===== src/rtl/reg_writeback_queue.sv =====
// In-order write-back queue in front of the 16x32 register file; drains one entry per SETUP/STROBE pair.
// Optional WBQ_PENDING_MASK_EN adds a combinational pending_mask output listing registers with writes outstanding.
module reg_writeback_queue #(
  parameter int unsigned DEPTH  = 4,
  parameter int unsigned DATA_W = 32,
  parameter int unsigned ADDR_W = 4
) (
  input  logic                      clock,
  input  logic                      reset_n,
  input  logic                      alu_valid,
  output logic                      alu_ready,
  input  logic [ADDR_W-1:0]         alu_rd,
  input  logic [DATA_W-1:0]         alu_data,
  input  logic                      mem_valid,
  output logic                      mem_ready,
  input  logic [ADDR_W-1:0]         mem_rd,
  input  logic [DATA_W-1:0]         mem_data,
  output logic                      enable_write,
  output logic [ADDR_W-1:0]         RW,
  output logic [DATA_W-1:0]         BusW,
  output logic [$clog2(DEPTH):0]    count,
`ifdef WBQ_PENDING_MASK_EN
  output logic [(2**ADDR_W)-1:0]    pending_mask,
`endif
  output logic                      empty
);

  localparam int unsigned PTR_W = $clog2(DEPTH);
  localparam int unsigned CNT_W = PTR_W + 1;

  typedef enum logic [1:0] {IDLE, SETUP, STROBE} state_t;

  state_t             state_q, state_d;
  logic [ADDR_W-1:0]  fifo_rd   [DEPTH];
  logic [DATA_W-1:0]  fifo_data [DEPTH];
  logic [PTR_W-1:0]   wr_ptr, rd_ptr, alu_slot;
  logic [CNT_W-1:0]   free_slots;
  logic               acc_mem, acc_alu, pop;
  logic               en_d;
  logic [ADDR_W-1:0]  rw_d;
  logic [DATA_W-1:0]  busw_d;

  // Readies look only at the registered count; a same-cycle pop does not help.
  assign free_slots = CNT_W'(DEPTH) - count;
  assign mem_ready  = (free_slots != '0);
  assign alu_ready  = mem_valid ? (free_slots >= CNT_W'(2)) : (free_slots != '0);
  assign acc_mem    = mem_valid & mem_ready;
  assign acc_alu    = alu_valid & alu_ready;
  assign alu_slot   = wr_ptr + PTR_W'(acc_mem);
  assign empty      = (count == '0) && (state_q == IDLE);

  // Storage: mem entry lands ahead of the alu entry when both are taken.
  always_ff @(posedge clock) begin
    if (acc_mem) begin
      fifo_rd[wr_ptr]   <= mem_rd;
      fifo_data[wr_ptr] <= mem_data;
    end
    if (acc_alu) begin
      fifo_rd[alu_slot]   <= alu_rd;
      fifo_data[alu_slot] <= alu_data;
    end
  end

  // Drain FSM: RW/BusW load only when entering SETUP, so they never move under a high strobe.
  always_comb begin
    state_d = state_q;
    pop     = 1'b0;
    rw_d    = RW;
    busw_d  = BusW;
    case (state_q)
      IDLE, STROBE: begin
        if (count != '0) begin
          rw_d    = fifo_rd[rd_ptr];
          busw_d  = fifo_data[rd_ptr];
          pop     = 1'b1;
          state_d = SETUP;
        end else begin
          state_d = IDLE;
        end
      end
      SETUP:   state_d = STROBE;
      default: state_d = IDLE;
    endcase
    en_d = (state_d == STROBE);
  end

  always_ff @(posedge clock or negedge reset_n) begin
    if (!reset_n) begin
      state_q      <= IDLE;
      enable_write <= 1'b0;
      RW           <= '0;
      BusW         <= '0;
      count        <= '0;
      wr_ptr       <= '0;
      rd_ptr       <= '0;
    end else begin
      state_q      <= state_d;
      enable_write <= en_d;
      RW           <= rw_d;
      BusW         <= busw_d;
      count        <= count + CNT_W'(acc_mem) + CNT_W'(acc_alu) - CNT_W'(pop);
      wr_ptr       <= wr_ptr + PTR_W'(acc_mem) + PTR_W'(acc_alu);
      rd_ptr       <= rd_ptr + PTR_W'(pop);
    end
  end

`ifdef WBQ_PENDING_MASK_EN
  // Registers with a queued entry or a write currently being issued.
  always_comb begin
    pending_mask = '0;
    for (int unsigned i = 0; i < DEPTH; i++) begin
      if (CNT_W'(i) < count) pending_mask[fifo_rd[rd_ptr + PTR_W'(i)]] = 1'b1;
    end
    if (state_q != IDLE) pending_mask[RW] = 1'b1;
  end
`endif

endmodule


===== config.mk =====
export PLATFORM = sky130hd
export DESIGN_NAME = reg_writeback_queue
export DESIGN_NICKNAME = d
export VERILOG_FILES = /design/src/rtl/reg_writeback_queue.sv
export SDC_FILE = /design/constraint.sdc
export NUM_CORES = 1
export LEC_CHECK = 0
export ABC_AREA = 1
export CAP_MARGIN = 0
export CORE_UTILIZATION = 43
export DETAILED_ROUTE_END_ITERATION = 6
export PLACE_DENSITY = 0.68
export SYNTH_ARGS = -nofsm -noshare
export SYNTH_HDL_FRONTEND = slang
export SYNTH_SLANG_ARGS = --single-unit

===== constraint.sdc =====
create_clock -name clock -period 6.8 [get_ports clock]
set_input_delay 2.04 -clock clock [delete_from_list [all_inputs] [get_ports clock]]
set_output_delay 2.04 -clock clock [all_outputs]
set_load 0.02 [all_outputs]

==> summary.json, run 1 <==
{
  "timing": {
    "post-route-min-period_ns": 5.41,
    "final-setup-viol-count": 0,
    "fin_worst_skew_ns": 0.0100,
    "finalSetupTns_ns": 0,
    "max_freq_ghz": 0.185,
    "unrepaired_setup_endpoints_after_global_routing": "no",
    "timing.final.crit_share_pct": 79.5,
    "maxSlewHeadroom_pct": 20.0,
    "finalHoldViolations": 0,
    "timing_worst_slew_pin_value_ns": 1.20,
    "finalMaxSlewViolations": 0
  },
  "worst_setup_path": {
    "worstPathArrival_ns": 3.37,
    "timing.critical_path.buf_inv": 4,
    "cp_cell_sequence": "clkdlybuf4s50_1 > inv_1 > nand2_2 > nand2_1 > inv_1 > clkdlybuf4s50_1",
    "criticalPathCategory": "in -> out",
    "critPathRequiredTime_ns": 4.76,
    "crit_path_top_delay_cell": "sky130_fd_sc_hd__clkdlybuf4s50_1",
    "startpoint_type": "input pin",
    "crit_fanout": 2,
    "worst_path_largest_cell_delay_ns": 0.59,
    "critical_path.endpoint_type": "output port",
    "critPathTopFamily": "buffers and inverters"
  },
  "finish": {
    "antenna_cells_inserted": 0,
    "multi_input_area_um2": 4170,
    "fillers": 2222,
    "postLayoutCellArea_um2": 12100,
    "sequential_cell_area_um2": 5450,
    "synthToLayoutAreaGrowth_pct": 16.9,
    "fin_nets": 1321,
    "post_route_cells_drive_above_1_share_pct": 7.77
  },
  "synthesis": {
    "yosys.area_share.xor_xnor_pct": 0.338,
    "synth_edf_count": 144,
    "synth_top_family_by_area": "simple AND/OR/NAND/NOR gates",
    "yosys-mux-area-fraction_pct": 0,
    "synth-seq-cells": 189,
    "yosys_warnings": 0,
    "synth.cell_area_um2": 10400,
    "mean_instance_size_in_the_synthesized_netlist_um2": 8.96,
    "synth_sequential_area_ratio_pct": 52.6,
    "synth_flop_cell": "sky130_fd_sc_hd__edfxtp_1",
    "gate_count_post_synth": 1157,
    "synth_fp_nets": 1243,
    "postSynth.asyncResetShare_pct": 23.8,
    "synth_compound_gate_area_share_pct": 15.1,
    "synth_simple_gate_area_share_pct": 22.8,
    "count_of_different_cell_masters_after_synthesis": 29,
    "post_synth_fa_ha_maj_area_fraction_pct": 1.35
  },
  "pwr": {
    "cellPowerDensity_nw_per_um2": 488,
    "leakage_power_nw": 5.08,
    "vdd.ir_drop.worst_mv": 0.265
  },
  "route": {
    "via_density_per_instance": 5.05,
    "route.detailed.wl_per_inst_um": 16.7,
    "drcViolationCount": 0,
    "total_number_of_vias": 7908,
    "drt_wirelength_um": 26100,
    "final_antenna_net_count": 0,
    "detailedRoute.firstIterationViolations": 543,
    "firstDrtPassIters": 5
  },
  "grt": {
    "grt_pass1_vias": 7824,
    "groute.usage.overall_pct": 22.4,
    "pin_count_of_the_biggest_net_entering_global_routing": 74,
    "number_of_antenna_violations_at_the_first_check_in_global_routing": 0,
    "grt_first_pass_wirelength_um": 41600,
    "aggregate_global_routing_overflow": 0
  },
  "clocking": {
    "clockBufferDepth": 2,
    "postCtsSetupRepairBufs": 0,
    "tritoncts.num_buffers": 17,
    "clkLatencyLatePin_ns": 0.45,
    "clock_tree.root_cell": "sky130_fd_sc_hd__clkbuf_16",
    "cts_htree_levels": 4,
    "cts.repair.resized": 0,
    "tritoncts_clock_tree": "built",
    "numClockSinks": 189,
    "clk_transition_reported_paths_ns": 0.07,
    "number_of_hold_repair_buffers_added_at_the_cts_stage": 0
  },
  "die": {
    "pin_count": 119,
    "die_area_um2": 24700,
    "core_um2": 23500,
    "die_y_extent_um": 157,
    "die_width_um": 157,
    "initial_utilization_pct": 44.0,
    "fp_rows": 56
  },
  "min_path": {
    "hold_path.class": "reg -> reg"
  },
  "placement": {
    "place_area_um2": 11500,
    "port_buffers": 118,
    "dpl.hpwl_um": 15700,
    "gp_congestion": 0.771
  },
  "run_status": {
    "run_status": "finished, final reports clean"
  },
  "flow_run": {
    "maxCapViolCount": 0
  }
}
-- final cells by class --
class,count,share of cell area (%)
well taps,319,3.29
inverters,56,1.73
multi-input cells,838,34.4
clock inverters,7,0.403
clock buffers,25,4.53
flip-flops and latches,189,45.0
repair buffers,133,10.6
-- synth_stat cells (3+ instances only) --
cell	count	area, um2
sky130_fd_sc_hd__buf_2	18	90.1
sky130_fd_sc_hd__buf_4	6	45.0
sky130_fd_sc_hd__buf_6	29	327
sky130_fd_sc_hd__buf_8	5	75.1
sky130_fd_sc_hd__clkbuf_1	14	52.6
sky130_fd_sc_hd__dfrtp_1	45	1130
sky130_fd_sc_hd__edfxtp_1	144	4320
sky130_fd_sc_hd__ha_1	8	100
sky130_fd_sc_hd__inv_1	52	195
sky130_fd_sc_hd__nand2_1	438	1640
sky130_fd_sc_hd__nand2_2	6	37.5
sky130_fd_sc_hd__nand2_4	3	33.8
sky130_fd_sc_hd__nor2_1	149	559
sky130_fd_sc_hd__o21ai_0	41	205
sky130_fd_sc_hd__o21ai_1	33	165
sky130_fd_sc_hd__o21bai_1	116	871
sky130_fd_sc_hd__o21bai_2	28	315
sky130_fd_sc_hd__xor2_1	3	26.3
-- final timing paths --
check | endpoint | start | cells after the start | slack, ns
max in group asynchronous | rd_ptr[0] | reset_n | 2 | 4.60
setup / recovery | alu_ready | mem_valid | 6 | 1.39
setup reg to reg | fifo_data[0][13] | count[1] | 11 | 3.10
min in group asynchronous | BusW[14] | reset_n | 2 | 1.71
hold / removal | enable_write | enable_write | 1 | 0.46
hold reg to reg | enable_write | enable_write | 1 | 0.46
-- worst reg2reg max path: cells and delay by family, from the launching register on --
kind / cells / cell delay, ns
DFF: 1 / 0.41
adders and majority gates: 3 / 0.80
buffers and inverters: 3 / 0.64
and+or+nand+nor: 5 / 1.74
-- metrics by stage --
stage                     hold slack, ns  utilization, %  power, W  std cells  setup slack, ns
final                              0.465            51.5   0.00592       1567             1.39
after CTS                          0.474            51.5   0.00596       1567             1.39
after global placement             0.448            49.0   0.00489       1535             1.40
after global routing               0.508            51.5   0.00635       1567             1.31
after detailed placement           0.464            49.0   0.00496       1535             1.40
after floorplan                    0.447               -   0.00417       1157             1.43
-- cell usage in the layout (no fill, tap or decap), types with 8 or more instances in the layout --
cell type / synthesis / routed
sky130_fd_sc_hd__clkbuf_16: 0 / 20
sky130_fd_sc_hd__nand2_1: 438 / 438
sky130_fd_sc_hd__clkdlybuf4s50_1: 0 / 117
sky130_fd_sc_hd__ha_1: 8 / 8
sky130_fd_sc_hd__o21bai_1: 116 / 116
sky130_fd_sc_hd__edfxtp_1: 144 / 144
sky130_fd_sc_hd__nor2_1: 149 / 148
sky130_fd_sc_hd__inv_1: 52 / 52
sky130_fd_sc_hd__o21ai_1: 33 / 31
sky130_fd_sc_hd__buf_4: 6 / 15
sky130_fd_sc_hd__o21ai_0: 41 / 41
sky130_fd_sc_hd__dfrtp_1: 45 / 43
sky130_fd_sc_hd__o21bai_2: 28 / 28
-- logic make-up after synthesis --
logic type      Yosys count
xor+xnor                  4
compound gates          220
flops                   189
buf+inv                 130
simple gates            604
fa+ha+maj                10
-- flip-flops by register name (all words and copies together), names as in the netlist --
register	count
BusW	32
rd_ptr	2
count	3
wr_ptr	2
state_q	1
RW	4
enable_write	1
fifo_data	128
fifo_rd	16
-- where the power goes --
part           internal [W]  leakage (nW)  switching [W]  total, W
Sequential          0.00192          1.89       0.000209   0.00213
Clock              0.000564         0.295       0.000446   0.00101
Combinational      0.000869          2.90        0.00192   0.00278
Total               0.00335          5.08        0.00257   0.00592
-- routing by layer --
| layer | wire length, um | track usage, % |
|---|---|---|
| met1 | 11000 | 28.3 |
| met2 | 13100 | 39.0 |
| met5 | 0 | 0 |
| met4 | 465 | 6.89 |
| met3 | 1570 | 3.72 |
No activity file was read; power rests on OpenSTA's default activity.
==> run 2, diff against run 1 <==
- clock period: 6.8 -> 5.5 ns (I/O delays scaled with it)
==> run 2 against run 1 <==
  * Worst hold slack worse by 0.0030 ns
  * Clock power is 19% higher
  * Global-route usage is 0.38 points higher
  * Clock skew grew 0.0014 ns
  * Wire length is 2.5% higher
  * Worst setup slack worse by 0.53 ns
  * Largest cell class unchanged
  * Highest routed layer unchanged
==> summary.json, run 2 (synthesized netlist as in run 1, its figures left out) <==
{
  "finish": {
    "multi_input_area_um2": 4170,
    "postLayoutCellArea_um2": 12100,
    "layout_common_cells": "sky130_fd_sc_hd__nand2_1 (438), sky130_fd_sc_hd__nor2_1 (148), sky130_fd_sc_hd__edfxtp_1 (144), sky130_fd_sc_hd__clkdlybuf4s50_1 (117), sky130_fd_sc_hd__o21bai_1 (116)",
    "postLayoutCoreUtil_pct": 51.5,
    "fillers": 2223,
    "largest-register": "fifo_data",
    "antenna_cells_inserted": 0,
    "final_common_cell": "sky130_fd_sc_hd__nand2_1",
    "sequential_cell_area_um2": 5450,
    "post_route_cells_drive_above_1_share_pct": 8.13,
    "reg.largest.list": "fifo_data x128, BusW x32, fifo_rd x16",
    "largest_register_ff_count": 128,
    "fin_cells": 1573,
    "synthToLayoutAreaGrowth_pct": 17.0,
    "fin_nets": 1327
  },
  "pwr": {
    "share_comb_of_total_power_pct": 48.0,
    "switching_share_pct": 44.1,
    "leakage_power_nw": 5.09,
    "cell_internal_pwr_w": 0.00412,
    "vdd.ir_drop.worst_mv": 0.380,
    "p_seq_share_pct": 35.7,
    "switching_power_w": 0.00325,
    "cellPowerDensity_nw_per_um2": 607,
    "power_frac_clock_pct": 16.3
  },
  "die": {
    "die_y_extent_um": 157,
    "die_width_um": 157,
    "fp_rows": 56,
    "initial_utilization_pct": 44.0,
    "core_um2": 23500,
    "pin_count": 119,
    "die_area_um2": 24700
  },
  "worst_setup_path": {
    "reg2reg_depth": 11,
    "critical_path.endpoint_type": "output port",
    "cp_cell_sequence": "clkdlybuf4s50_1 > inv_1 > nand2_2 > nand2_1 > inv_1 > clkdlybuf4s50_1",
    "criticalPathCategory": "in -> out",
    "worstPathArrival_ns": 2.99,
    "critPathTopFamily": "buffers and inverters",
    "critPathRequiredTime_ns": 3.85,
    "crit_path_top_delay_cell": "sky130_fd_sc_hd__clkdlybuf4s50_1",
    "worst_path_largest_cell_delay_ns": 0.59,
    "startpoint_type": "input pin",
    "timing.critical_path.depth": 6,
    "crit_fanout": 2,
    "timing.critical_path.buf_inv": 4
  },
  "clocking": {
    "clk_transition_reported_paths_ns": 0.07,
    "postCtsSetupRepairBufs": 0,
    "tritoncts.num_buffers": 17,
    "cts_htree_levels": 4,
    "tritoncts_clock_tree": "built",
    "clockBufferDepth": 2,
    "cts.repair.resized": 0,
    "number_of_hold_repair_buffers_added_at_the_cts_stage": 0,
    "numClockSinks": 189,
    "clkLatencyLatePin_ns": 0.44,
    "clock_tree.root_cell": "sky130_fd_sc_hd__clkbuf_16"
  },
  "placement": {
    "dpl.hpwl_um": 15900,
    "place_area_um2": 11600,
    "gp_congestion": 0.758,
    "post-place-cells": 1541,
    "port_buffers": 118
  },
  "grt": {
    "aggregate_global_routing_overflow": 0,
    "groute.usage.overall_pct": 22.7,
    "grt_first_pass_wirelength_um": 42400,
    "grt_pass1_vias": 7913,
    "number_of_antenna_violations_at_the_first_check_in_global_routing": 0,
    "pin_count_of_the_biggest_net_entering_global_routing": 75
  },
  "timing": {
    "final-setup-viol-count": 0,
    "timing_worst_slew_pin_value_ns": 1.10,
    "finalSetupTns_ns": 0,
    "finalMaxSlewViolations": 0,
    "finalHoldViolations": 0,
    "fin_worst_skew_ns": 0.0114,
    "timing.final.crit_share_pct": 84.4,
    "post-route-min-period_ns": 4.64,
    "max_freq_ghz": 0.215,
    "unrepaired_setup_endpoints_after_global_routing": "no",
    "maxSlewHeadroom_pct": 26.7
  },
  "route": {
    "drcViolationCount": 0,
    "detailedRoute.firstIterationViolations": 651,
    "via_density_per_instance": 5.21,
    "drt_wirelength_um": 26800,
    "firstDrtPassIters": 5,
    "final_antenna_net_count": 0,
    "route.detailed.wl_per_inst_um": 17.0,
    "total_number_of_vias": 8189
  },
  "flow_run": {
    "maxCapViolCount": 0
  },
  "run_status": {
    "run_status": "finished, final reports clean"
  },
  "min_path": {
    "hold_path.class": "reg -> reg",
    "worst_hold_path.num_cells": 1
  }
}
## run 2: cell count changes in the layout (fill, tap and decap cells not counted), sizes merged
cell / before / now
clkinv: 7 / 6
bufinv: 0 / 1
buf: 16 / 22
inv: 55 / 58
clkbuf: 25 / 21
clkinvlp: 1 / 2
## run 2: per-stage QoR
stage,setup WS (ns),total power [W],hold WS [ns]
2_1_floorplan,0.518,0.00516,0.447
5_1_grt,0.813,0.00789,0.491
6_report,0.859,0.00736,0.462
3_5_place_dp,0.855,0.00620,0.456
3_3_place_gp,0.885,0.00612,0.447
4_1_cts,0.848,0.00740,0.467
## run 2: power groups by stage
stage | Combinational [W] | Sequential [W] | Clock (W)
6_report | 0.00354 | 0.00263 | 0.00120
5_1_grt | 0.00392 | 0.00269 | 0.00128
4_1_cts | 0.00356 | 0.00263 | 0.00121
3_5_place_dp | 0.00354 | 0.00266 | 0
3_3_place_gp | 0.00347 | 0.00264 | 0
2_1_floorplan | 0.00239 | 0.00277 | 0
## run 2: cell type report
cell class | count | share of cell area, %
clock buffer | 21 | 3.71
clock inverter | 11 | 0.908
inverter | 56 | 1.73
multi-input combinational | 838 | 34.4
sequential | 189 | 45.0
tap | 319 | 3.29
timing repair buffer | 139 | 11.0
## run 2: final timing paths
check	start	end	slack, ns
setup / recovery	mem_valid	alu_ready	0.86
hold / removal	enable_write	enable_write	0.46
setup reg to reg	count[1]	fifo_data[2][24]	2.23
hold reg to reg	enable_write	enable_write	0.46
max in group asynchronous	reset_n	rd_ptr[1]	3.69
min in group asynchronous	reset_n	BusW[13]	1.33
## run 2: per-layer routing
| metal | GRT usage, % | share of wire, % | up-vias |
|---|---|---|---|
| met5 | 0 | 0 | - |
| met4 | 9.66 | 2.8 | 0 |
| met2 | 37.8 | 49 | 325 |
| met3 | 2.75 | 6.3 | 57 |
| met1 | 30.0 | 42 | 3882 |
| li1 | - | - | 3925 |
## run 2: worst reg2reg max path: cells and delay by family, from the launching register on
family                   cells  cell delay (ns)
AND/OR/NAND/NOR              5             1.32
adder cells (fa/ha/maj)      3             0.82
buffers and inverters        3             0.59
flip-flops                   1             0.41
==> run 3, diff against run 2 <==
- clock period: 5.5 -> 4.6 ns (I/O delays scaled with it)
==> run 3 against run 2 <==
  * Sequential share of layout area down 0.29 points
  * Flip-flop and latch count unchanged
  * Critical path type unchanged
  * Clock skew down 0.0034 ns
  * Sequential power up 19%
  * Largest cell class unchanged
  * Clock power up 28%
  * Die area unchanged
  * Wire length down 2.0%
  * Total power up 21%
==> summary.json, run 3 (synthesized netlist as in run 1, its figures left out) <==
{
  "route": {
    "drt_wirelength_um": 26300,
    "drcViolationCount": 0,
    "detailedRoute.firstIterationViolations": 562,
    "firstDrtPassIters": 5,
    "total_number_of_vias": 8021,
    "route.detailed.wl_per_inst_um": 16.7,
    "final_antenna_net_count": 0,
    "via_density_per_instance": 5.10
  },
  "finish": {
    "post_route_cells_drive_above_1_share_pct": 8.13,
    "synthToLayoutAreaGrowth_pct": 17.8,
    "largest_register_ff_count": 128,
    "antenna_cells_inserted": 0,
    "fin_cells": 1573,
    "fillers": 2178,
    "layout_common_cells": "sky130_fd_sc_hd__nand2_1 (438), sky130_fd_sc_hd__nor2_1 (148), sky130_fd_sc_hd__edfxtp_1 (144), sky130_fd_sc_hd__clkdlybuf4s50_1 (117), sky130_fd_sc_hd__o21bai_1 (116)",
    "postLayoutCoreUtil_pct": 51.9,
    "largest-register": "fifo_data",
    "fin_nets": 1327,
    "final_common_cell": "sky130_fd_sc_hd__nand2_1",
    "reg.largest.list": "fifo_data x128, BusW x32, fifo_rd x16"
  },
  "die": {
    "die_area_um2": 24700,
    "fp_rows": 56,
    "initial_utilization_pct": 44.0,
    "die_y_extent_um": 157,
    "die_width_um": 157,
    "core_um2": 23500,
    "pin_count": 119
  },
  "clocking": {
    "number_of_hold_repair_buffers_added_at_the_cts_stage": 0,
    "tritoncts_clock_tree": "built",
    "clock_tree.root_cell": "sky130_fd_sc_hd__clkbuf_16",
    "numClockSinks": 189,
    "cts.repair.resized": 0,
    "cts_htree_levels": 4,
    "clk_transition_reported_paths_ns": 0.07,
    "tritoncts.num_buffers": 17,
    "clockBufferDepth": 2,
    "postCtsSetupRepairBufs": 0,
    "clkLatencyLatePin_ns": 0.43
  },
  "timing": {
    "finalMaxSlewViolations": 0,
    "timing.final.crit_share_pct": 88.8,
    "max_freq_ghz": 0.245,
    "fin_worst_skew_ns": 0.00804,
    "post-route-min-period_ns": 4.08,
    "maxSlewHeadroom_pct": 20.6,
    "finalHoldViolations": 0,
    "unrepaired_setup_endpoints_after_global_routing": "no",
    "final-setup-viol-count": 0,
    "hold-worst-slack_ns": 0.454,
    "timing_worst_slew_pin_value_ns": 1.19,
    "finalSetupTns_ns": 0
  },
  "worst_setup_path": {
    "r2r_setup_slack_ns": 1.50,
    "worstPathArrival_ns": 2.70,
    "crit_start": "mem_valid",
    "worstReg2RegStart": "count[1]",
    "crit_fanout": 2,
    "worst_r2r_endpoint": "fifo_data[1][21]",
    "critical_path.endpoint_type": "output port",
    "critPathRequiredTime_ns": 3.22,
    "reg2reg_depth": 11,
    "startpoint_type": "input pin",
    "criticalPathCategory": "in -> out"
  },
  "run_status": {
    "run_status": "finished, final reports clean"
  },
  "min_path": {
    "min-delay-start": "enable_write",
    "worst_hold_path.endpoint": "enable_write",
    "worst_hold_path.num_cells": 1,
    "hold_path.class": "reg -> reg"
  },
  "placement": {
    "gp_congestion": 0.791,
    "post-place-cells": 1541,
    "dpl.hpwl_um": 15300,
    "port_buffers": 118
  },
  "grt": {
    "pin_count_of_the_biggest_net_entering_global_routing": 74,
    "grt_first_pass_wirelength_um": 40800,
    "grt_pass1_vias": 7584,
    "number_of_antenna_violations_at_the_first_check_in_global_routing": 0,
    "groute.usage.overall_pct": 22.1,
    "aggregate_global_routing_overflow": 0
  },
  "pwr": {
    "cellPowerDensity_nw_per_um2": 731,
    "vdd.ir_drop.worst_mv": 0.457,
    "finalPower_w": 0.00892,
    "leakage_power_nw": 5.12
  },
  "flow_run": {
    "maxCapViolCount": 0
  }
}
run 3: how the worst max path moves through the flow:
stage	endpoint	cells past startpoint	slack, ns
global route	alu_ready	7	0.47
floorplan	fifo_data[1][0]	9	0.02
global placement	alu_ready	6	0.53
finish	alu_ready	6	0.52
detailed placement	alu_ready	6	0.52
CTS	alu_ready	6	0.51
run 3: power by group:
group	switching (W)	internal [W]	total (W)	leakage, nW
registers	0.000305	0.00283	0.00314	1.89
logic	0.00291	0.00134	0.00425	2.93
clock network	0.000659	0.000875	0.00153	0.301
total	0.00387	0.00505	0.00892	5.12
run 3: worst max-delay path, cell delays in order:
cell                              delay (ns)
sky130_fd_sc_hd__clkdlybuf4s50_1        0.48
sky130_fd_sc_hd__inv_1                  0.07
sky130_fd_sc_hd__nand2_2                0.08
sky130_fd_sc_hd__nand2_1                0.06
sky130_fd_sc_hd__inv_1                  0.04
sky130_fd_sc_hd__clkdlybuf4s50_1        0.59
run 3: stage by stage:
| step | area, um2 | worst slack, ns |
|---|---|---|
| floorplan | 10400 | 0.0185 |
| global placement | 11600 | 0.530 |
| detailed placement | 11600 | 0.517 |
| CTS | 12200 | 0.509 |
| global route | 12200 | 0.467 |
| finish | 12200 | 0.517 |
run 3: final cells by class:
class                           count  area (um2)  share of cell area, %
Multi-Input combinational cell    838        4170                   34.2
Timing Repair Buffer              139        1360                   11.1
Sequential cell                   189        5450                   44.7
Clock inverter                     10         126                   1.04
Clock buffer                       22         487                   3.99
Inverter                           56         210                   1.72
Tap cell                          319         399                   3.27
run 3: per-layer routing:
| metal | track usage, % | vias up | share of wire (%) |
|---|---|---|---|
| li1 | - | 3922 | - |
| met1 | 27.2 | 3751 | 42 |
| met2 | 39.4 | 316 | 50 |
| met3 | 3.36 | 32 | 6.1 |
| met4 | 7.77 | 0 | 1.7 |
| met5 | 0 | - | 0 |
